## config.mk

```make
export PLATFORM = sky130hd
export DESIGN_NAME = ncl_fa_serial_seq_flat
export DESIGN_NICKNAME = d
export VERILOG_FILES = /design/src/rtl/ncl_fa_serial_seq_if.sv /design/src/rtl/ncl_fa_serial_seq.sv /design/src/flat_wrapper.sv
export SDC_FILE = /design/constraint.sdc
export NUM_CORES = 1
export LEC_CHECK = 0
export BUFFER_PORTS_ARGS = -buffer_cell sky130_fd_sc_hd__buf_2
export CAP_MARGIN = 40
export CORE_MARGIN = 2
export CORE_UTILIZATION = 45
export DETAILED_ROUTE_END_ITERATION = 12
export GPL_ROUTABILITY_DRIVEN = 0
export PLACE_DENSITY = 0.64
export REMOVE_ABC_BUFFERS = 1
export SYNTH_ARGS = -nofsm -noshare
export SYNTH_HDL_FRONTEND = slang
export SYNTH_SLANG_ARGS = --single-unit
```

## constraint.sdc

```tcl
create_clock -name clk -period 3.6 [get_ports clk]
set_clock_uncertainty 0.2 [all_clocks]
set_input_delay 0.72 -clock clk [delete_from_list [all_inputs] [get_ports clk]]
set_output_delay 0.72 -clock clk [all_outputs]
set_load 0.01 [all_outputs]
```

## src/rtl/ncl_fa_serial_seq_if.sv

```systemverilog
// Signal bundle between the clocked sequencer, its requester and the
// self-timed dual-rail full adder it drives.
interface ncl_fa_serial_seq_if #(parameter int W = 8);
  logic         start;
  logic [W-1:0] a_in;
  logic [W-1:0] b_in;
  logic         c_in;
  logic         busy;
  logic         done;
  logic [W-1:0] result;
  logic         cout;
  logic         err;
  logic [1:0]   fa_a;
  logic [1:0]   fa_b;
  logic [1:0]   fa_cin;
  logic         fa_ab_comp;
  logic         fa_cin_comp;
  logic [1:0]   fa_sum;
  logic [1:0]   fa_carry;
  logic         fa_sum_comp;
  logic         fa_carry_comp;

  modport slave (
    input  start, a_in, b_in, c_in,
    input  fa_ab_comp, fa_cin_comp, fa_sum, fa_carry,
    output busy, done, result, cout, err,
    output fa_a, fa_b, fa_cin, fa_sum_comp, fa_carry_comp
  );

  modport master (
    output start, a_in, b_in, c_in,
    output fa_ab_comp, fa_cin_comp, fa_sum, fa_carry,
    input  busy, done, result, cout, err,
    input  fa_a, fa_b, fa_cin, fa_sum_comp, fa_carry_comp
  );
endinterface

```

## src/rtl/ncl_fa_serial_seq.sv

```systemverilog
// Bit-serial W-bit adder sequencer around one dual-rail NCL full adder:
// 4-phase DATA/NULL handshake per bit, LSB first, carry taken from the adder.
//
// state | meaning
// IDLE  | waiting for start
// DATA  | DATA wavefront on rails, waiting for DATA_OK
// CAPT  | capture sum/carry, raise receiver completion
// NULL  | NULL wavefront on rails, waiting for NULL_OK
// REL   | drop receiver completion, advance bit or finish
// DONE  | one-cycle done pulse
// ERR   | timeout or illegal code, held until init
module ncl_fa_serial_seq #(
  parameter int W       = 8,
  parameter int SYNC    = 2,
  parameter int TIMEOUT = 255
) (
  input  logic               clk,
  input  logic               init,
  ncl_fa_serial_seq_if.slave bus
);
  localparam int IW = (W > 1) ? $clog2(W) : 1;
  localparam int CW = $clog2(TIMEOUT + 1);
  localparam logic [IW-1:0] LAST_IDX = IW'(W - 1);
  localparam logic [CW-1:0] CNT_LOAD = CW'(TIMEOUT - 1);

  typedef enum logic [2:0] {
    S_IDLE, S_DATA, S_CAPT, S_NULL, S_REL, S_DONE, S_ERR
  } state_t;

  state_t state_q, state_d;

  logic [W-1:0]  a_q, a_d, b_q, b_d, res_q, res_d;
  logic          carry_q, carry_d, cout_q, cout_d;
  logic [IW-1:0] idx_q, idx_d;
  logic [CW-1:0] cnt_q, cnt_d;

  logic [1:0] fa_a_q, fa_a_d, fa_b_q, fa_b_d, fa_cin_q, fa_cin_d;
  logic       comp_q, comp_d, busy_q, busy_d, done_q, done_d, err_q, err_d;

  // Sample layout: {ab_comp, cin_comp, sum[1], sum[0], carry[1], carry[0]}
  logic [5:0] sync_q [SYNC];
  logic [5:0] prev_q;
  logic [5:0] smp;

  assign smp = sync_q[SYNC-1];

  function automatic logic is_data(input logic [5:0] v);
    return v[5] & v[4] & (v[3] ^ v[2]) & (v[1] ^ v[0]);
  endfunction

  function automatic logic is_illegal(input logic [5:0] v);
    return (&v[3:2]) | (&v[1:0]);
  endfunction

  logic data_ok, null_ok, illegal, in_op;

  // A condition only counts once two consecutive synchronized samples agree.
  assign data_ok = is_data(smp) & is_data(prev_q);
  assign null_ok = (smp == 6'b0) & (prev_q == 6'b0);
  assign illegal = is_illegal(smp);
  assign in_op   = (state_q == S_DATA) || (state_q == S_CAPT) ||
                   (state_q == S_NULL) || (state_q == S_REL);

  always_ff @(posedge clk) begin
    if (init) begin
      for (int k = 0; k < SYNC; k++) sync_q[k] <= '0;
      prev_q <= '0;
    end else begin
      sync_q[0] <= {bus.fa_ab_comp, bus.fa_cin_comp, bus.fa_sum, bus.fa_carry};
      for (int k = 1; k < SYNC; k++) sync_q[k] <= sync_q[k-1];
      prev_q <= smp;
    end
  end

  always_ff @(posedge clk) begin
    if (init) begin
      state_q  <= S_IDLE;
      a_q      <= '0;
      b_q      <= '0;
      res_q    <= '0;
      carry_q  <= 1'b0;
      cout_q   <= 1'b0;
      idx_q    <= '0;
      cnt_q    <= '0;
      fa_a_q   <= 2'b00;
      fa_b_q   <= 2'b00;
      fa_cin_q <= 2'b00;
      comp_q   <= 1'b0;
      busy_q   <= 1'b0;
      done_q   <= 1'b0;
      err_q    <= 1'b0;
    end else begin
      state_q  <= state_d;
      a_q      <= a_d;
      b_q      <= b_d;
      res_q    <= res_d;
      carry_q  <= carry_d;
      cout_q   <= cout_d;
      idx_q    <= idx_d;
      cnt_q    <= cnt_d;
      fa_a_q   <= fa_a_d;
      fa_b_q   <= fa_b_d;
      fa_cin_q <= fa_cin_d;
      comp_q   <= comp_d;
      busy_q   <= busy_d;
      done_q   <= done_d;
      err_q    <= err_d;
    end
  end

  always_comb begin
    state_d = state_q;
    case (state_q)
      S_IDLE: if (bus.start) state_d = S_DATA;
      S_DATA: begin
        if (data_ok)            state_d = S_CAPT;
        else if (cnt_q == '0)   state_d = S_ERR;
      end
      S_CAPT: state_d = S_NULL;
      S_NULL: begin
        if (null_ok)            state_d = S_REL;
        else if (cnt_q == '0)   state_d = S_ERR;
      end
      S_REL:  state_d = (idx_q == LAST_IDX) ? S_DONE : S_DATA;
      S_DONE: state_d = S_IDLE;
      S_ERR:  state_d = S_ERR;
      default: state_d = S_IDLE;
    endcase
    if (in_op && illegal) state_d = S_ERR;
  end

  always_comb begin
    a_d     = a_q;
    b_d     = b_q;
    res_d   = res_q;
    carry_d = carry_q;
    cout_d  = cout_q;
    idx_d   = idx_q;
    cnt_d   = cnt_q;
    if (state_q == S_IDLE && bus.start) begin
      a_d     = bus.a_in;
      b_d     = bus.b_in;
      carry_d = bus.c_in;
      idx_d   = '0;
    end
    if (state_q == S_CAPT) begin
      res_d[idx_q] = smp[3];
      carry_d      = smp[1];
    end
    if (state_q == S_REL) begin
      if (idx_q == LAST_IDX) cout_d = carry_q;
      else                   idx_d  = idx_q + 1'b1;
    end
    if ((state_d == S_DATA || state_d == S_NULL) && state_d != state_q)
      cnt_d = CNT_LOAD;
    else if (cnt_q != '0)
      cnt_d = cnt_q - 1'b1;
  end

  // Outputs are decoded from the next state so they are all plain flops.
  always_comb begin
    fa_a_d   = 2'b00;
    fa_b_d   = 2'b00;
    fa_cin_d = 2'b00;
    comp_d   = 1'b0;
    busy_d   = 1'b0;
    done_d   = 1'b0;
    err_d    = 1'b0;
    case (state_d)
      S_DATA, S_CAPT: begin
        fa_a_d   = {a_d[idx_d], ~a_d[idx_d]};
        fa_b_d   = {b_d[idx_d], ~b_d[idx_d]};
        fa_cin_d = {carry_d, ~carry_d};
        comp_d   = (state_d == S_CAPT);
        busy_d   = 1'b1;
      end
      S_NULL: begin
        comp_d = 1'b1;
        busy_d = 1'b1;
      end
      S_REL:  busy_d = 1'b1;
      S_DONE: done_d = 1'b1;
      S_ERR:  err_d  = 1'b1;
      default: ;
    endcase
  end

  assign bus.busy          = busy_q;
  assign bus.done          = done_q;
  assign bus.result        = res_q;
  assign bus.cout          = cout_q;
  assign bus.err           = err_q;
  assign bus.fa_a          = fa_a_q;
  assign bus.fa_b          = fa_b_q;
  assign bus.fa_cin        = fa_cin_q;
  assign bus.fa_sum_comp   = comp_q;
  assign bus.fa_carry_comp = comp_q;
endmodule

```

## src/flat_wrapper.sv

```systemverilog
// flat-port wrapper written by rule: the top's interface ports become plain ports
module ncl_fa_serial_seq_flat 
#(
  parameter int W       = 8,
  parameter int SYNC    = 2,
  parameter int TIMEOUT = 255
)
  (clk, init, bus_start, bus_a_in, bus_b_in, bus_c_in, bus_fa_ab_comp, bus_fa_cin_comp, bus_fa_sum, bus_fa_carry, bus_busy, bus_done, bus_result, bus_cout, bus_err, bus_fa_a, bus_fa_b, bus_fa_cin, bus_fa_sum_comp, bus_fa_carry_comp);
  ncl_fa_serial_seq_if #(.W(W)) bus_i ();
  input  logic clk;
  input  logic init;
  input wire logic [$bits(bus_i.start)-1:0] bus_start;
  input wire logic [$bits(bus_i.a_in)-1:0] bus_a_in;
  input wire logic [$bits(bus_i.b_in)-1:0] bus_b_in;
  input wire logic [$bits(bus_i.c_in)-1:0] bus_c_in;
  input wire logic [$bits(bus_i.fa_ab_comp)-1:0] bus_fa_ab_comp;
  input wire logic [$bits(bus_i.fa_cin_comp)-1:0] bus_fa_cin_comp;
  input wire logic [$bits(bus_i.fa_sum)-1:0] bus_fa_sum;
  input wire logic [$bits(bus_i.fa_carry)-1:0] bus_fa_carry;
  output wire logic [$bits(bus_i.busy)-1:0] bus_busy;
  output wire logic [$bits(bus_i.done)-1:0] bus_done;
  output wire logic [$bits(bus_i.result)-1:0] bus_result;
  output wire logic [$bits(bus_i.cout)-1:0] bus_cout;
  output wire logic [$bits(bus_i.err)-1:0] bus_err;
  output wire logic [$bits(bus_i.fa_a)-1:0] bus_fa_a;
  output wire logic [$bits(bus_i.fa_b)-1:0] bus_fa_b;
  output wire logic [$bits(bus_i.fa_cin)-1:0] bus_fa_cin;
  output wire logic [$bits(bus_i.fa_sum_comp)-1:0] bus_fa_sum_comp;
  output wire logic [$bits(bus_i.fa_carry_comp)-1:0] bus_fa_carry_comp;
  assign bus_i.start = bus_start;
  assign bus_i.a_in = bus_a_in;
  assign bus_i.b_in = bus_b_in;
  assign bus_i.c_in = bus_c_in;
  assign bus_i.fa_ab_comp = bus_fa_ab_comp;
  assign bus_i.fa_cin_comp = bus_fa_cin_comp;
  assign bus_i.fa_sum = bus_fa_sum;
  assign bus_i.fa_carry = bus_fa_carry;
  assign bus_busy = bus_i.busy;
  assign bus_done = bus_i.done;
  assign bus_result = bus_i.result;
  assign bus_cout = bus_i.cout;
  assign bus_err = bus_i.err;
  assign bus_fa_a = bus_i.fa_a;
  assign bus_fa_b = bus_i.fa_b;
  assign bus_fa_cin = bus_i.fa_cin;
  assign bus_fa_sum_comp = bus_i.fa_sum_comp;
  assign bus_fa_carry_comp = bus_i.fa_carry_comp;
  ncl_fa_serial_seq #(.W(W), .SYNC(SYNC), .TIMEOUT(TIMEOUT)) u_core (.clk(clk), .init(init), .bus(bus_i));
endmodule
```

==> Yosys cells after proc, flatten, opt, wreduce, memory -nomap -nowiden <==
Memories as Yosys holds them, arrays and structs flattened.
Index checks and enable logic that the tools add are counted.
{ "word_totals": {"reg_bits": 56, "ramBits": 12, "in_bits": 26, "out_inout_bits": 20, "elab_cells": 108, "n_memories": 1} }
{ "op_classes": {"add_sub_neg": 2, "n_lt_le_gt_ge": 3, "n_eq_ne": 13, "muxes": 32, "n_bitwise": 19, "n_reduce_logical": 21} }
{ "memory_table": {"columns": ["name", "words", "width", "rd", "rd_clocked_by_memory_dff", "write_ports", "line", "text"], "rows": [
  ["u_core.sync_q", 2, 6, 2, 0, 2, "ncl_fa_serial_seq.sv:41", "logic [5:0] sync_q [SYNC];"]
]} }
{ "ops": {"columns": ["op", "n"], "rows": [
  ["$mux 8", 4],
  ["$mux 3", 9],
  ["$eq 3x3->1 const B", 6],
  ["$pmux 3 s6", 1],
  ["$eq 3x2->1 const B", 4],
  ["$logic_not 6->1", 2],
  ["$mux 6", 2],
  ["$mux 1", 11],
  ["$and 1x1->1", 8],
  ["$bwmux 8", 1],
  ["$logic_not 8->1", 1],
  ["$lt 3x4->1 const B", 2],
  ["$reduce_bool 8->1", 1],
  ["$sub 8x1->8 const B", 1],
  ["$bmux 1 s3", 2],
  ["$eq 3x1->1 const B", 2],
  ["$reduce_and 2->1", 3],
  ["$reduce_or 2->1", 3],
  ["$logic_and 1x1->1", 4],
  ["$logic_or 1x1->1", 4],
  ["$not 1->1", 4],
  ["$reduce_or 4->1", 1],
  ["$xor 1x1->1", 4],
  ["$add 3x1->3 const B", 1],
  ["7 further kinds", 9]
]} }

==> Depth between registers and ports, before layout <==
{ "depth": {"ltp_word": 11, "ltp_mapped": 9, "mapped_depth_nobuf": 8} }

==> Least setup slack after synthesis <==
Ideal clock, no wire load.
{ "synth_path": {"path_type": "register to register", "start": "memory u_core.sync_q[1][3], in the netlist u_core.sync_q[0][9]", "end": "register u_core.fa_a_q[1], in the netlist u_core.bus.fa_a[1]", "setup_ns": 0.058, "arrival_time_ns": 2.131, "required_ns": 3.342, "path_slack_ns": 1.211, "path_stages_with_launch": 10, "synth_period_minus_slack_ns": 2.389, "cell_sequence": "dfxtp_1 -> clkbuf_1 -> inv_1 -> ha_1 -> nand4_1 -> o311a_1 -> a21boi_0 -> nor2_1 -> nand4b_4 -> o21ba_1"} }
{ "synth_lines": {"columns": ["element", "line", "text"], "rows": [
  ["start: declaration", "ncl_fa_serial_seq.sv:41", null],
  ["end signal: assignment", "ncl_fa_serial_seq.sv:85", "fa_a_q <= 2'b00;"],
  ["end signal: assignment", "ncl_fa_serial_seq.sv:101", "fa_a_q <= fa_a_d;"],
  ["end: declaration", "ncl_fa_serial_seq.sv:37", "logic [1:0] fa_a_q, fa_a_d, fa_b_q, fa_b_d, fa_cin_q, fa_cin_d;"]
]} }

==> Final worst setup path <==
{ "layout_path": {"start": "register u_core.idx_q[0]", "end": "register u_core.fa_b_q[0], in the netlist u_core.bus.fa_b[0]"} }
{ "layout_via": {"elab_chain_cells": 8, "elab_cells_between_ends": 16} }
{ "layout_rtl": {"columns": ["element", "line", "text"], "rows": [
  ["start: declaration", "ncl_fa_serial_seq.sv:34", "logic [IW-1:0] idx_q, idx_d;"],
  ["start signal: assignment", "ncl_fa_serial_seq.sv:99", "idx_q <= idx_d;"],
  ["$eq 3x3->1", "ncl_fa_serial_seq.sv:124, ncl_fa_serial_seq.sv:151", null],
  ["$mux 3", "ncl_fa_serial_seq.sv:124", "S_REL: state_d = (idx_q == LAST_IDX) ? S_DONE : S_DATA;"],
  ["$pmux 3 s6", "ncl_fa_serial_seq.sv:113", "case (state_q)"],
  ["$mux 3", "ncl_fa_serial_seq.sv:129", "if (in_op && illegal) state_d = S_ERR;"],
  ["$eq 3x2->1 or $eq 3x1->1 (tied branches)", "ncl_fa_serial_seq.sv:169", "case (state_d)"],
  ["$reduce_or 2->1", null, null],
  ["$not 1->1 (no line)", null, null],
  ["$reduce_or 2->1 (no line)", null, null],
  ["end signal: assignment", "ncl_fa_serial_seq.sv:86", "fa_b_q <= 2'b00;"],
  ["end signal: assignment", "ncl_fa_serial_seq.sv:102", "fa_b_q <= fa_b_d;"],
  ["end: declaration", "ncl_fa_serial_seq.sv:37", null]
]} }
Parallel ways exist; a longest one is shown, timed or not. The select of a mux whose other input is x is not followed.
A chain may end at the register's enable or synchronous reset.

==> flow_summary.yaml <==
timing:
  hold_viol_final: 0
  tightest_slew_ps: 758
  drv_slew: 0
  setup_ws_ps: 724
  totalNegativeSetupSlack_ps: 0
  finalSetupViolCount: 0
  whs_ps: 238
  post-route-min-period_ps: 2880
  period_share_pct: 79.9
  fmax_mhz: 348
  relSlewSlack_pct: 49.4
  rsz0062_at_grt: "no"
detailed_routing:
  drtPass1Iterations: 4
  vias_per_cell: 5.15
  wl_mm: 6.06
  drtAntennaViolNets: 0
  remaining_drc_errors: 0
  dr_total_vias: 2500
  routedWlPerCell_um: 12.5
  drt-initial-drc-count: 101
hold_path:
  min_from: "u_core.sync_q[0][4]$_SDFF_PP0_"
  hp-class: "flop to flop"
critical_path:
  worstSetupStartpointType: "flop"
  worst_ep_required_time_ps: 3670
  crit_buf_inv: 0
  end_kind: "flop"
  slowest_delay_ps: 630
  cp_max_fo: 12
  crit_type: "flop to flop"
  crit_chain: "ha_1 -> ha_1 -> nor2b_1 -> o21ai_1 -> a21bo_1 -> a2111oi_0 -> nor4_1 -> nor2b_1"
  critPathTopFamily: "simple AND/OR/NAND/NOR gates"
  r2r-start: "u_core.idx_q[0]$_SDFF_PP0_"
  critPathSlowestCell: "dfxtp_1"
  arrival_ps: 2950
  startpoint: "u_core.idx_q[0]$_SDFF_PP0_"
global_route:
  antenna_found_initial: 0
  grt_pass1_wl_mm: 10.3
  track_usage_pct: 17.4
  grt_overflow: 0
  grt_pass1_vias: 2261
  grt_start_max_net_pins: 35
clock_network:
  cts.sinks: 68
  cts.clk_slew.worst_paths_ps: 70
  clock_path_buffers: 2
  cts_resized: 0
  ctsHtreeMaxLevel: 3
  cts-root-buf: "clkbuf_8"
  cts_made_buffers: 9
  post-cts-setup-buffer-count: 0
  clk_latency_ps: 330
  cts_hold_buf: 0
  cts_tree: "yes"
power_and_ir_drop:
  power.density_nw_per_um2: 480
  vdd_drop_max_v: 0.000222
  seqPwrFrac_pct: 50.2
  pwr-share-clk_pct: 35.5
  switchingPower_mw: 0.450
  power.internal_mw: 1.25
  p_comb_share_pct: 14.3
  p_total_mw: 1.69
  swShare_pct: 26.5
  leakage_nw: 1.51
finish:
  final_cells: 485
  n_fill_cell: 668
  n_antenna_cell: 0
  fin_util_pct: 52.3
  drive_above_1_share_pct: 18.5
  syn2layout_area_growth_pct: 13.3
  fin_area_um2: 3530
  fin_nets: 437
yosys:
  synth_async_sr_flop_share_pct: 0
  ys_seq_elements: 68
  synth.avg_cell_area_um2: 8.59
  yosys.area.top_type: "dfxtp_1"
  yosysUniqueCellTypes: 54
  synthFlopType: "dfxtp_1"
  synth_top_area_share_pct: 43.6
  synth_edf_count: 0
  syn_area_um2: 3120
  synth_seq_area_share_pct: 43.6
  yosys_warnings: 0
  synth_area_leaders: "dfxtp_1 (44%), nand2_1 (6.5%), a21oi_1 (5.5%)"
  synth_cells: 363
floorplan:
  fp.dieH_um: 87.3
  core-area_um2: 6760
  die_area_um2: 7610
  initial_utilization_pct: 46.2
  ios: 46
  die_w_um: 87.3
  rows: 30
placed_design:
  dp_slack_ps: 769
  placed_area_um2: 3340
  dpl.cell_count: 470
  io_buffers: 45
  dp_hpwl_mm: 4.35
run_status:
  status: "finished, final reports clean"
run:
  drv_cap: 0
[path summary, 6_finish.rpt]
| check | endpoint | slack, ps | cells past startpoint |
|---|---|---|---|
| setup / recovery | u_core.bus.fa_b[0]$_SDFF_PP0_ | 720 | 8 |
| hold / removal | u_core.sync_q[0][10]$_SDFF_PP0_ | 240 | 1 |
| setup reg to reg | u_core.bus.fa_b[0]$_SDFF_PP0_ | 720 | 8 |
| hold reg to reg | u_core.sync_q[0][10]$_SDFF_PP0_ | 240 | 1 |
[power by group through the flow]
stage	Clock [mW]	Sequential [mW]	Combinational (mW)
6_report	0.602	0.850	0.243
5_1_grt	0.651	0.857	0.279
3_5_place_dp	0	0.866	0.245
3_3_place_gp	0	0.866	0.240
4_1_cts	0.620	0.850	0.246
2_1_floorplan	0	0.861	0.168
[layout make-up]
| type | instances | area, µm² | area share, % |
|---|---|---|---|
| multi-input cells | 258 | 1570 | 44.5 |
| clock inverters | 5 | 52.6 | 1.49 |
| repair buffers | 48 | 248 | 7.01 |
| clock buffers | 10 | 138 | 3.90 |
| inverters | 16 | 60.1 | 1.70 |
| well taps | 80 | 100 | 2.83 |
| flip-flops and latches | 68 | 1360 | 38.5 |
[cell usage in the layout, fill, tap and decap left out, types with 3 or more instances in the layout]
| master | Yosys | layout |
|---|---|---|
| clkbuf_8 | 1 | 10 |
| and3_1 | 3 | 3 |
| nand2_1 | 54 | 54 |
| nor2_1 | 37 | 37 |
| dfxtp_1 | 68 | 68 |
| nand3_1 | 9 | 9 |
| mux2i_1 | 10 | 10 |
| inv_1 | 16 | 16 |
| and2_1 | 5 | 5 |
| a31oi_1 | 4 | 4 |
| buf_4 | 5 | 3 |
| o21ai_0 | 7 | 7 |
| a21oi_1 | 34 | 34 |
| ha_1 | 10 | 10 |
| o21ai_1 | 3 | 3 |
| nor2b_1 | 22 | 22 |
| o31ai_1 | 3 | 3 |
| nor3_1 | 9 | 9 |
| nor4_1 | 3 | 3 |
| clkinv_2 | 0 | 3 |
| xnor2_1 | 3 | 3 |
| buf_2 | 1 | 45 |
[worst reg2reg max path: cells and delay by family, from the launching register on]
family                     cells  cell delay [ps]
adders and majority gates      2              610
DFF                            1              630
AOI/OAI and AO/OA              3              630
and+or+nand+nor                3              730
[kinds of logic (layout without fill, tap and decap cells)]
kind of cell / after synthesis / in the layout / synth area share [%]
XOR/XNOR: 3 / 3 / 0.843
AO/OA/AOI/OAI: 71 / 71 / 14.2
adder cells (fa/ha/maj): 10 / 10 / 4.01
buffers and inverters: 37 / 79 / 5.90
AND/OR/NAND/NOR: 163 / 163 / 27.8
multiplexers: 11 / 11 / 3.57
flip-flops: 68 / 68 / 43.6
[state kept, by name (all words and copies together), names as in the netlist]
signal / flops
u_core.bus.busy: 1
u_core.a_q: 8
u_core.state_q: 3
u_core.bus.fa_cin: 2
u_core.bus.err: 1
u_core.bus.fa_b: 2
u_core.bus.cout: 1
u_core.bus.fa_a: 2
u_core.bus.done: 1
u_core.b_q: 8
u_core.carry_q: 1
u_core.bus.result: 8
u_core.cnt_q: 8
u_core.sync_q: 12
u_core.bus.fa_carry_comp: 1
u_core.prev_q: 6
u_core.idx_q: 3
[metal layers]
layer	GRT usage [%]	part of all wire [%]	vias up	wire [µm]
li1	-	-	1314	-
met1	24.2	51	1126	3110
met2	25.2	43	52	2590
met3	3.32	4.1	8	246
met4	9.51	1.8	0	110
met5	0	0	-	0
[Yosys cell counts, types with 2 or more instances]
cell       instances
nor4_1             3
a21oi_1           34
xnor2_1            3
nand2_1           54
nand4_1            2
a32oi_1            2
ha_1              10
buf_4              5
clkbuf_1          12
and2_1             5
dfxtp_1           68
nor2_1            37
nor4b_4            2
and3_1             3
mux2i_1           10
nor4b_1            2
or2_2              2
o21ai_1            3
nand2b_1           2
nor2b_1           22
o21ai_0            7
nand3_1            9
nor3_1             9
nand3b_1           2
o21a_1             2
a211oi_1           2
a31oi_1            4
buf_6              2
o31ai_1            3
a2111oi_0          2
inv_1             16
nor4bb_1           2
(Power assumes the default switching activity.)
